<file path="config.mk">
export PLATFORM = sky130hd
export DESIGN_NAME = write_back_queue
export DESIGN_NICKNAME = d
export VERILOG_FILES = /design/src/rtl/write_back_queue_pkg.sv /design/src/rtl/write_back_lookup.sv /design/src/rtl/write_back_queue.sv
export SDC_FILE = /design/constraint.sdc
export NUM_CORES = 1
export LEC_CHECK = 0
export ABC_AREA = 1
export BUFFER_PORTS_ARGS = -buffer_cell sky130_fd_sc_hd__buf_2
export CELL_PAD_IN_SITES_DETAIL_PLACEMENT = 2
export CELL_PAD_IN_SITES_GLOBAL_PLACEMENT = 2
export CORE_MARGIN = 10
export CORE_UTILIZATION = 33
export DETAILED_ROUTE_END_ITERATION = 10
export GPL_ROUTABILITY_DRIVEN = 0
export PLACE_DENSITY_LB_ADDON = 0.1
export REMOVE_ABC_BUFFERS = 1
export SETUP_SLACK_MARGIN = 0.2
export SYNTH_ARGS = -nofsm -noshare
export SYNTH_HDL_FRONTEND = slang
export SYNTH_HIERARCHICAL = 1
export SYNTH_SLANG_ARGS = --single-unit
</file>
<file path="constraint.sdc">
create_clock -name clock -period 7.76 [get_ports clock]
set_clock_uncertainty 0.05 [all_clocks]
set_input_delay 0.776 -clock clock [delete_from_list [all_inputs] [get_ports clock]]
set_output_delay 0.776 -clock clock [all_outputs]
set_load 0.05 [all_outputs]
</file>
<file path="src/rtl/write_back_queue_pkg.sv">
// rtl/write_back_queue_pkg.sv - shared types and default sizes for the write-back queue
package write_back_queue_pkg;

  localparam int WB_LANES        = 2;
  localparam int WB_PORTS        = 1;
  localparam int WB_DEPTH        = 4;
  localparam int WB_REG_ID_WIDTH = 5;
  localparam int WB_DATA_WIDTH   = 32;

  // Default-width view of one pending register write
  typedef struct packed {
    logic [WB_REG_ID_WIDTH-1:0] regId;
    logic [WB_DATA_WIDTH-1:0]   data;
  } wb_entry_t;

  typedef enum logic [1:0] {
    WB_RUN    = 2'd0,
    WB_DRAIN  = 2'd1,
    WB_HALTED = 2'd2
  } wb_state_t;

endpackage

</file>
<file path="src/rtl/write_back_lookup.sv">
// rtl/write_back_lookup.sv - youngest-match forwarding search over the pending queue
module write_back_lookup
  import write_back_queue_pkg::*;
#(
  parameter int DEPTH        = WB_DEPTH,
  parameter int REG_ID_WIDTH = WB_REG_ID_WIDTH,
  parameter int DATA_WIDTH   = WB_DATA_WIDTH
) (
  input  logic [DEPTH-1:0]                   entryValid,
  input  logic [DEPTH-1:0][REG_ID_WIDTH-1:0] entryId,
  input  logic [DEPTH-1:0][DATA_WIDTH-1:0]   entryData,
  input  logic [REG_ID_WIDTH-1:0]            lookupId,
  output logic                               lookupHit,
  output logic [DATA_WIDTH-1:0]              lookupData
);

  // Entries arrive oldest-first, so the last match scanned is the youngest
  always_comb begin
    lookupHit  = 1'b0;
    lookupData = '0;
    for (int k = 0; k < DEPTH; k++) begin
      if (entryValid[k] && (entryId[k] == lookupId) && (lookupId != '0)) begin
        lookupHit  = 1'b1;
        lookupData = entryData[k];
      end
    end
  end

endmodule

</file>
<file path="src/rtl/write_back_queue.sv">
// rtl/write_back_queue.sv - multi-lane program-ordered write-back queue with drain-then-halt (option: WRITE_BACK_FORWARD_EN)
module write_back_queue
  import write_back_queue_pkg::*;
#(
  parameter int LANES        = WB_LANES,
  parameter int PORTS        = WB_PORTS,
  parameter int DEPTH        = WB_DEPTH,
  parameter int REG_ID_WIDTH = WB_REG_ID_WIDTH,
  parameter int DATA_WIDTH   = WB_DATA_WIDTH
) (
  input  logic                          clock,
  input  logic                          reset,
  input  logic [LANES-1:0]              in_valid,
  input  logic [LANES-1:0]              in_write_en,
  input  logic [LANES*REG_ID_WIDTH-1:0] in_reg_id,
  input  logic [LANES*DATA_WIDTH-1:0]   in_data,
  input  logic [LANES-1:0]              in_syscall,
  output logic                          in_ready,
  output logic [PORTS-1:0]              rf_write_en,
  output logic [PORTS*REG_ID_WIDTH-1:0] rf_write_id,
  output logic [PORTS*DATA_WIDTH-1:0]   rf_write_data,
  input  logic [REG_ID_WIDTH-1:0]       lookup_id,
  output logic                          lookup_hit,
  output logic [DATA_WIDTH-1:0]         lookup_data,
  input  logic                          resume,
  output logic                          halted
);

  localparam int PTR_W = $clog2(DEPTH);
  localparam int CNT_W = PTR_W + 1;

  logic [DEPTH-1:0][REG_ID_WIDTH-1:0] entryId;
  logic [DEPTH-1:0][DATA_WIDTH-1:0]   entryData;
  logic [PTR_W-1:0]                   headPtr;
  logic [PTR_W-1:0]                   tailPtr;
  logic [CNT_W-1:0]                   count;
  wb_state_t                          state;
  wb_state_t                          stateNext;

  logic [LANES-1:0]                   laneEnq;
  logic [LANES-1:0][PTR_W-1:0]        laneOffset;
  logic [CNT_W-1:0]                   enqCount;
  logic                               syscallSeen;
  logic [CNT_W-1:0]                   retireCount;

  // Age-ordered view: index 0 is the oldest pending entry
  logic [DEPTH-1:0]                   agedValid;
  logic [DEPTH-1:0][REG_ID_WIDTH-1:0] agedId;
  logic [DEPTH-1:0][DATA_WIDTH-1:0]   agedData;

  // Pick lanes to enqueue in order, stopping at the first accepted syscall
  always_comb begin
    laneEnq     = '0;
    laneOffset  = '0;
    enqCount    = '0;
    syscallSeen = 1'b0;
    for (int l = 0; l < LANES; l++) begin
      laneOffset[l] = enqCount[PTR_W-1:0];
      if (in_ready && in_valid[l] && !syscallSeen) begin
        if (in_syscall[l]) begin
          syscallSeen = 1'b1;
        end else if (in_write_en[l] && (in_reg_id[l*REG_ID_WIDTH +: REG_ID_WIDTH] != '0)) begin
          laneEnq[l] = 1'b1;
          enqCount   = enqCount + CNT_W'(1);
        end
      end
    end
  end

  assign retireCount = (count < CNT_W'(PORTS)) ? count : CNT_W'(PORTS);

  // Rotate storage so consumers see entries oldest-first
  always_comb begin
    for (int k = 0; k < DEPTH; k++) begin
      agedValid[k] = (CNT_W'(k) < count);
      agedId[k]    = entryId[headPtr + PTR_W'(k)];
      agedData[k]  = entryData[headPtr + PTR_W'(k)];
    end
  end

  // Head group onto the write ports; a younger same-id entry in the group masks older ones
  always_comb begin
    rf_write_en   = '0;
    rf_write_id   = '0;
    rf_write_data = '0;
    for (int p = 0; p < PORTS; p++) begin
      if (agedValid[p]) begin
        rf_write_en[p] = 1'b1;
        rf_write_id[p*REG_ID_WIDTH +: REG_ID_WIDTH] = agedId[p];
        rf_write_data[p*DATA_WIDTH +: DATA_WIDTH]   = agedData[p];
        for (int q = p + 1; q < PORTS; q++) begin
          if (agedValid[q] && (agedId[q] == agedId[p])) begin
            rf_write_en[p] = 1'b0;
          end
        end
      end
    end
  end

  // Pointer and occupancy bookkeeping; enqueue and retire may share a cycle
  always_ff @(posedge clock) begin
    if (reset) begin
      headPtr <= '0;
      tailPtr <= '0;
      count   <= '0;
    end else begin
      headPtr <= headPtr + PTR_W'(retireCount);
      tailPtr <= tailPtr + PTR_W'(enqCount);
      count   <= count - retireCount + enqCount;
    end
  end

  // Entry storage; contents are only meaningful while counted as pending
  always_ff @(posedge clock) begin
    for (int l = 0; l < LANES; l++) begin
      if (laneEnq[l]) begin
        entryId[tailPtr + laneOffset[l]]   <= in_reg_id[l*REG_ID_WIDTH +: REG_ID_WIDTH];
        entryData[tailPtr + laneOffset[l]] <= in_data[l*DATA_WIDTH +: DATA_WIDTH];
      end
    end
  end

  // FSM state register
  always_ff @(posedge clock) begin
    if (reset) begin
      state <= WB_RUN;
    end else begin
      state <= stateNext;
    end
  end

  // FSM next state: syscall drains the queue, then holds until resume
  always_comb begin
    stateNext = state;
    case (state)
      WB_RUN:    if (syscallSeen) stateNext = WB_DRAIN;
      WB_DRAIN:  if (count == '0) stateNext = WB_HALTED;
      WB_HALTED: if (resume)      stateNext = WB_RUN;
      default:   stateNext = WB_RUN;
    endcase
  end

  // FSM outputs; in_ready ignores same-cycle retires so it stays registered-only
  always_comb begin
    in_ready = (state == WB_RUN) && ((CNT_W'(DEPTH) - count) >= CNT_W'(LANES));
    halted   = (state == WB_HALTED);
  end

`ifdef WRITE_BACK_FORWARD_EN
  write_back_lookup #(
    .DEPTH       (DEPTH),
    .REG_ID_WIDTH(REG_ID_WIDTH),
    .DATA_WIDTH  (DATA_WIDTH)
  ) u_lookup (
    .entryValid(agedValid),
    .entryId   (agedId),
    .entryData (agedData),
    .lookupId  (lookup_id),
    .lookupHit (lookup_hit),
    .lookupData(lookup_data)
  );
`else
  logic unusedForward;
  assign unusedForward = ^{lookup_id, agedValid, agedId, agedData};
  assign lookup_hit    = 1'b0;
  assign lookup_data   = '0;
`endif

endmodule

</file>
### Word level (Yosys, flattened, before mapping)

Index checks and enable logic that the tools add are counted.
W data, S select, Z words.

| storage, ports and cells | value |
|---|---|
| register bits | 157 |
| bits of input ports | 88 |
| output and inout bits | 73 |
| logic and storage cells | 90 |

| cells by class | value |
|---|---|
| $add $sub $neg | 7 |
| $lt $le $gt $ge | 8 |
| equality and inequality tests | 5 |
| multiplexer cells | 44 |
| reductions and logical operators | 14 |

Operators with widths:

| cell | number |
|---|---|
| $bwmux W128 | 2 |
| $mux W128 | 2 |
| $demux W32 S2 | 2 |
| $mux W32 | 4 |
| $bmux W32 S2 | 1 |
| $bwmux W20 | 2 |
| $mux W20 | 2 |
| $demux W5 S2 | 2 |
| $mux W5 | 4 |
| $mux W1 | 14 |
| $mux W3 | 4 |
| $bmux W5 S2 | 1 |
| $reduce_bool A5 Y1 | 2 |
| $lt A2 B3 Y1 const B | 3 |
| $logic_and A1 B1 Y1 | 8 |
| $add A2 B2 Y2 | 3 |
| $mux W2 | 3 |
| $ne A2 B2 Y1 const B | 3 |
| $pmux W2 S3 | 1 |
| $ge A2 B1 Y1 const B | 2 |
| $add A3 B1 Y3 const B | 1 |
| $add A3 B3 Y3 | 1 |
| $ge A3 B2 Y1 const B | 1 |
| $logic_not A3 Y1 | 1 |
| other kinds (9) | 9 |

### Depth between registers and ports, before layout

| logic depth | value |
|---|---|
| depth in word-level cells | 12 |
| mapped depth | 21 |
| gate-level depth less buffers | 18 |

### Worst setup path after synthesis

OpenSTA, ideal clock, no wires.

| timing | value |
|---|---|
| kind | register -> register |
| start point | reg count[0] |
| end point | reg count[2] |
| library setup time | 0.120 ns |
| data arrival time | 3.094 ns |
| required time | 7.590 ns |
| path slack | 4.497 ns |
| stages on the path, launching flop included | 22 |
| clock period less this slack | 3.263 ns |
| path through | dfxtp_1 inv_1 ha_1 ha_1 nand3_1 nand3_1 buf_2 nor2_8 buf_6 buf_2 ha_1 inv_1 nor2_1 nand2_1 inv_1 ha_1 inv_1 fa_1 xor2_1 inv_1 o21ai_0 a21oi_1 |

| between the ends | value |
|---|---|
| longest elaborated chain between the ends | 10 |

Ends and longest elaborated chain:

| item | RTL line | source |
|---|---|---|
| start: declaration | write_back_queue.sv:36 | `logic [CNT_W-1:0] count;` |
| start signal: assignment | write_back_queue.sv:109 | `count <= count - retireCount + enqCount;` |
| $sub A3 B3 Y3 | write_back_queue.sv:145 | `in_ready = (state == WB_RUN) && ((CNT_W'(DEPTH) - count) >= CNT_W'(LANES));` |
| $ge A3 B2 Y1 | write_back_queue.sv:145 |  |
| $logic_and A1 B1 Y1 | write_back_queue.sv:145 |  |
| $logic_and A1 B1 Y1 | write_back_queue.sv:59 | `if (in_ready && in_valid[l] && !syscallSeen) begin` |
| $mux W1 | write_back_queue.sv:59 |  |
| $add A3 B1 Y3 | write_back_queue.sv:64 | `enqCount = enqCount + CNT_W'(1);` |
| $mux W3 | write_back_queue.sv:62 | `end else if (in_write_en[l] && (in_reg_id[l*REG_ID_WIDTH +: REG_ID_WIDTH] != '0)) begin` |
| $mux W3 | write_back_queue.sv:60 | `if (in_syscall[l]) begin` |
| $mux W3 | write_back_queue.sv:59 |  |
| $add A3 B3 Y3 (*) | write_back_queue.sv:109 |  |

Every way passes the cells marked *; elsewhere a longest branch is shown, timed or not.
A chain may end at the register's enable or synchronous reset.

### Final worst setup path

| timing | value |
|---|---|
| start point | reg count[0] |
| end point | reg entryId[15] in the netlist's numbering |

| between the ends | value |
|---|---|
| longest elaborated chain between the ends | 12 |

Ends and longest elaborated chain:

| item | RTL line | source |
|---|---|---|
| $sub A3 B3 Y3 (*) | write_back_queue.sv:145 |  |
| $ge A3 B2 Y1 (*) | write_back_queue.sv:145 |  |
| $logic_and A1 B1 Y1 (*) | write_back_queue.sv:145 |  |
| $logic_and A1 B1 Y1 | write_back_queue.sv:59 |  |
| $mux W1 | write_back_queue.sv:59 |  |
| $add A2 B2 Y2 | write_back_queue.sv:117 | `entryId[tailPtr + laneOffset[l]] <= in_reg_id[l*REG_ID_WIDTH +: REG_ID_WIDTH];` |
| $lt A2 B3 Y1 (not written as such) or $ge A2 B1 Y1 (tied branches) | write_back_queue.sv:117 |  |
| $logic_and A1 B1 Y1 (not written as such) | write_back_queue.sv:117 |  |
| $mux W5 (not written as such) | write_back_queue.sv:117 |  |
| $demux W5 S2 | write_back_queue.sv:117 |  |
| $bwmux W20 | write_back_queue.sv:117 |  |
| $mux W20 (*) | write_back_queue.sv:116 | `if (laneEnq[l]) begin` |
| end signal: indexed assignment | write_back_queue.sv:117 |  |
| end: declaration | write_back_queue.sv:32 | `logic [DEPTH-1:0][REG_ID_WIDTH-1:0] entryId;` |

Marked as above.

==> flow_summary_export.csv <==
group,metric,value,unit
run_status,status,"finished, final reports clean",
pwr,clkPwrFrac,0.159,
synth,synth_top_area_share,0.283,
cts,clkTransAtPathRegs,70,ps
worst_setup_path,slowest_delay,940,ps
cts,cts-resized-gates,0,
routing,via_per_inst,5.49,
pwr,peakVddDrop,0.204,mV
floorplanning,initial_core_util,0.332,
cts,cts_tree,"done",
synth,syn_area,11100,um2
timing,post-route-min-period,4710,ps
grt,antenna_found_initial,1,
worst_setup_path,crit_fanout,45,
worst_setup_path,end_kind,"flop",
synth,avgSynthCellArea,5.97,um2
synth,muxShareOfSynthArea,0,
synth,ys_seq_area_frac,0.283,
routing,via_count,12700,
cts,post_cts_buffers,0,
pwr,p_sw_frac,0.557,
synth,synth.area.top_cells,"dfxtp_1 (28%), nand2_1 (22%), o21ai_0 (15%)",
timing,fin_tns_setup,0,ps
synth,synth_most_common_cell,"nand2_1",
layout,nets,1957,
pwr,powerDensity,451,nW/um2
synth,synth_simple_gate_area_frac,0.326,
timing,finalHoldViolCount,0,
floorplanning,coreArea,33400,um2
floorplanning,rows,67,
synth,synth_largest_area_cell,"dfxtp_1",
cts,cts_buffer_depth,2,
placed_design,portBuffers,122,
layout,n_antenna_cell,0,
flow_run,cap_violations,0,
worst_setup_path,crit_type,"reg2reg",
floorplanning,die_w,203,um
grt,grt_use_total,0.232,
cts,holdBufCountCts,0,
routing,totalWireLength,48.3,mm
grt,grt_max_degree,103,
synth,synth-edff-count,0,
pwr,p_seq_frac,0.241,
min_path,hold_class,"reg2reg",
synth,ys_warn_count,6,
timing,finalMaxSlewViolations,0,
synth,synth_common_cells,"nand2_1 (642), o21ai_0 (326), inv_1 (175)",
grt,gr-total-overflow,0,
placed_design,place_hpwl,27.6,mm
synth,netlist-cell-type-count,30,
routing,first_pass_iters,5,
cts,cts_max_level,4,
worst_setup_path,worstPathArrival,4980,ps
routing,drc,0,
layout,n_fill_cell,4304,
synth,ys.flop_type,"dfxtp_1",
layout,layout-drive-gt1-share,0.103,
worst_setup_path,cp.buffers_inverters,3,
timing,fmax,212,MHz
routing,ant_nets,0,
timing,post-route-period-util,0.607,
timing,setup_viol,0,
synth,synth_seq_cells,157,
timing,grt_setup_unrepaired,"false",
synth,synthXorXnorAreaFrac,0.00463,
pwr,p_leak,5.78,nW
worst_setup_path,cp-startpoint,"count[0]",
pwr,p_int,2.41,mW
layout,multi_input_area,6400,um2
timing,worst_pin_slew,1060,ps
cts,numCtsBuffers,17,
synth,async_flop_share,0,
worst_setup_path,crit_required,8030,ps
cts,clock_sinks,157,
cts,clkLatencyLatePin,440,ps
floorplanning,io_pins,161,
synth,syn_inst,1858,
pwr,combPwrFrac,0.600,
worst_setup_path,cp_cell_sequence,"inv_1, ha_1, ha_1, nand3_1, nand3_2, buf_4, nor2_8, ha_2, buf_4, nand3_4, nand2_1, nand2_1",
routing,drt_first_iter_violations,704,
worst_setup_path,crit_slowest_cell,"ha_2",
min_path,min_from,"count[0]",
pwr,netSwitchingPower,3.04,mW
grt,grt_pass1_wl,77.1,mm
worst_setup_path,path_delay_family,"adder cells",
worst_setup_path,setup.worst_path.start_class,"flop",
synth,synth_fa_ha_area_frac,0.0120,
timing,finalHoldWorstSlack,512,ps
grt,grt_pass1_vias,13800,
floorplanning,die_area,41300,um2
worst_setup_path,reg2reg_from,"count[0]",
cts,root_buffer,"clkbuf_16",
synth,synth_top_family_by_area,"simple AND/OR/NAND/NOR gates",
synth,synth_compound_area_frac,0.220,
layout,area_growth,9.05,%
timing,slew_headroom,0.290,
floorplanning,die_y,203,um
layout,ff_latch_area,3150,um2
routing,post_drt_wl_per_cell,20.8,um
[power groups by stage]
stage / clock network [mW] / logic [mW] / registers, mW
CTS: 0.880 / 3.29 / 1.31
detailed placement: 0 / 3.27 / 1.33
global route: 0.911 / 3.64 / 1.36
finish: 0.869 / 3.27 / 1.31
global placement: 0 / 3.15 / 1.31
floorplan: 0 / 2.19 / 1.32
[state kept, by name (all words and copies together) (netlist names)]
name       cells
entryId       20
entryData    128
headPtr        2
state          2
count          3
tailPtr        2
[worst register-to-register path, stage by stage (launching register included)]
cell	delay [ps]
dfxtp_1	370
inv_1	110
ha_1	210
ha_1	270
nand3_1	150
nand3_2	90
buf_4	500
nor2_8	90
ha_2	950
buf_4	730
nand3_4	700
nand2_1	280
nand2_1	100
[logic make-up (layout without fill, tap and decap cells)]
| kind of cell | after synthesis | in the layout |
|---|---|---|
| flip-flops | 157 | 157 |
| AND/OR/NAND/NOR | 831 | 831 |
| other | 1 | 33 |
| XOR/XNOR | 5 | 5 |
| buffers and inverters | 368 | 349 |
| AO/OA/AOI/OAI | 486 | 486 |
| adder cells (fa/ha/maj) | 10 | 10 |
[final timing paths]
check / to / slack (ps) / cells past startpoint
setup / recovery: entryId[15] / 3050 / 12
hold / removal: count[0] / 510 / 2
setup reg to reg: entryId[15] / 3050 / 12
hold reg to reg: count[0] / 510 / 2
[metrics by stage]
stage	total power, mW	area (um2)	setup slack (ps)	cells	util
6_report	5.45	12100	3050	2319	0.362
5_1_grt	5.91	12100	2770	2319	0.362
4_1_cts	5.49	12100	3060	2319	0.362
3_5_place_dp	4.60	11500	3160	2288	0.345
3_3_place_gp	4.46	11500	3180	2288	0.345
2_1_floorplan	3.51	10200	780	1701	-
[layout by cell type, fill, tap and decap left out, types with 3 or more instances in the layout]
cell type	count
nand2_1	640
o21ai_0	326
inv_1	173
dfxtp_1	155
nand4_1	151
buf_2	122
a21oi_1	112
o21ai_1	46
conb_1	33
nor2_1	17
clkbuf_16	17
buf_4	17
nand3_1	8
ha_1	8
inv_2	6
nand3_4	4
xor2_1	3
clkinvlp_4	3
clkinv_2	3
[final cells by class]
cell class                 count  share of cell area
tap                          448              0.0464
clock buffer                  21              0.0381
timing repair buffer         139              0.0611
sequential                   157               0.260
clock inverter                10             0.00952
inverter                     179              0.0556
multi-input combinational   1365               0.529
[routing by layer]
| layer | vias to the layer above | GRT usage | wire length (um) |
|---|---|---|---|
| li1 | 6017 | - | - |
| met5 | - | 0 | 13 |
| met1 | 6465 | 0.296 | 22300 |
| met3 | 41 | 0.0279 | 1590 |
| met4 | 2 | 0.0480 | 530 |
| met2 | 209 | 0.410 | 23800 |
(Power assumes the default switching activity.)
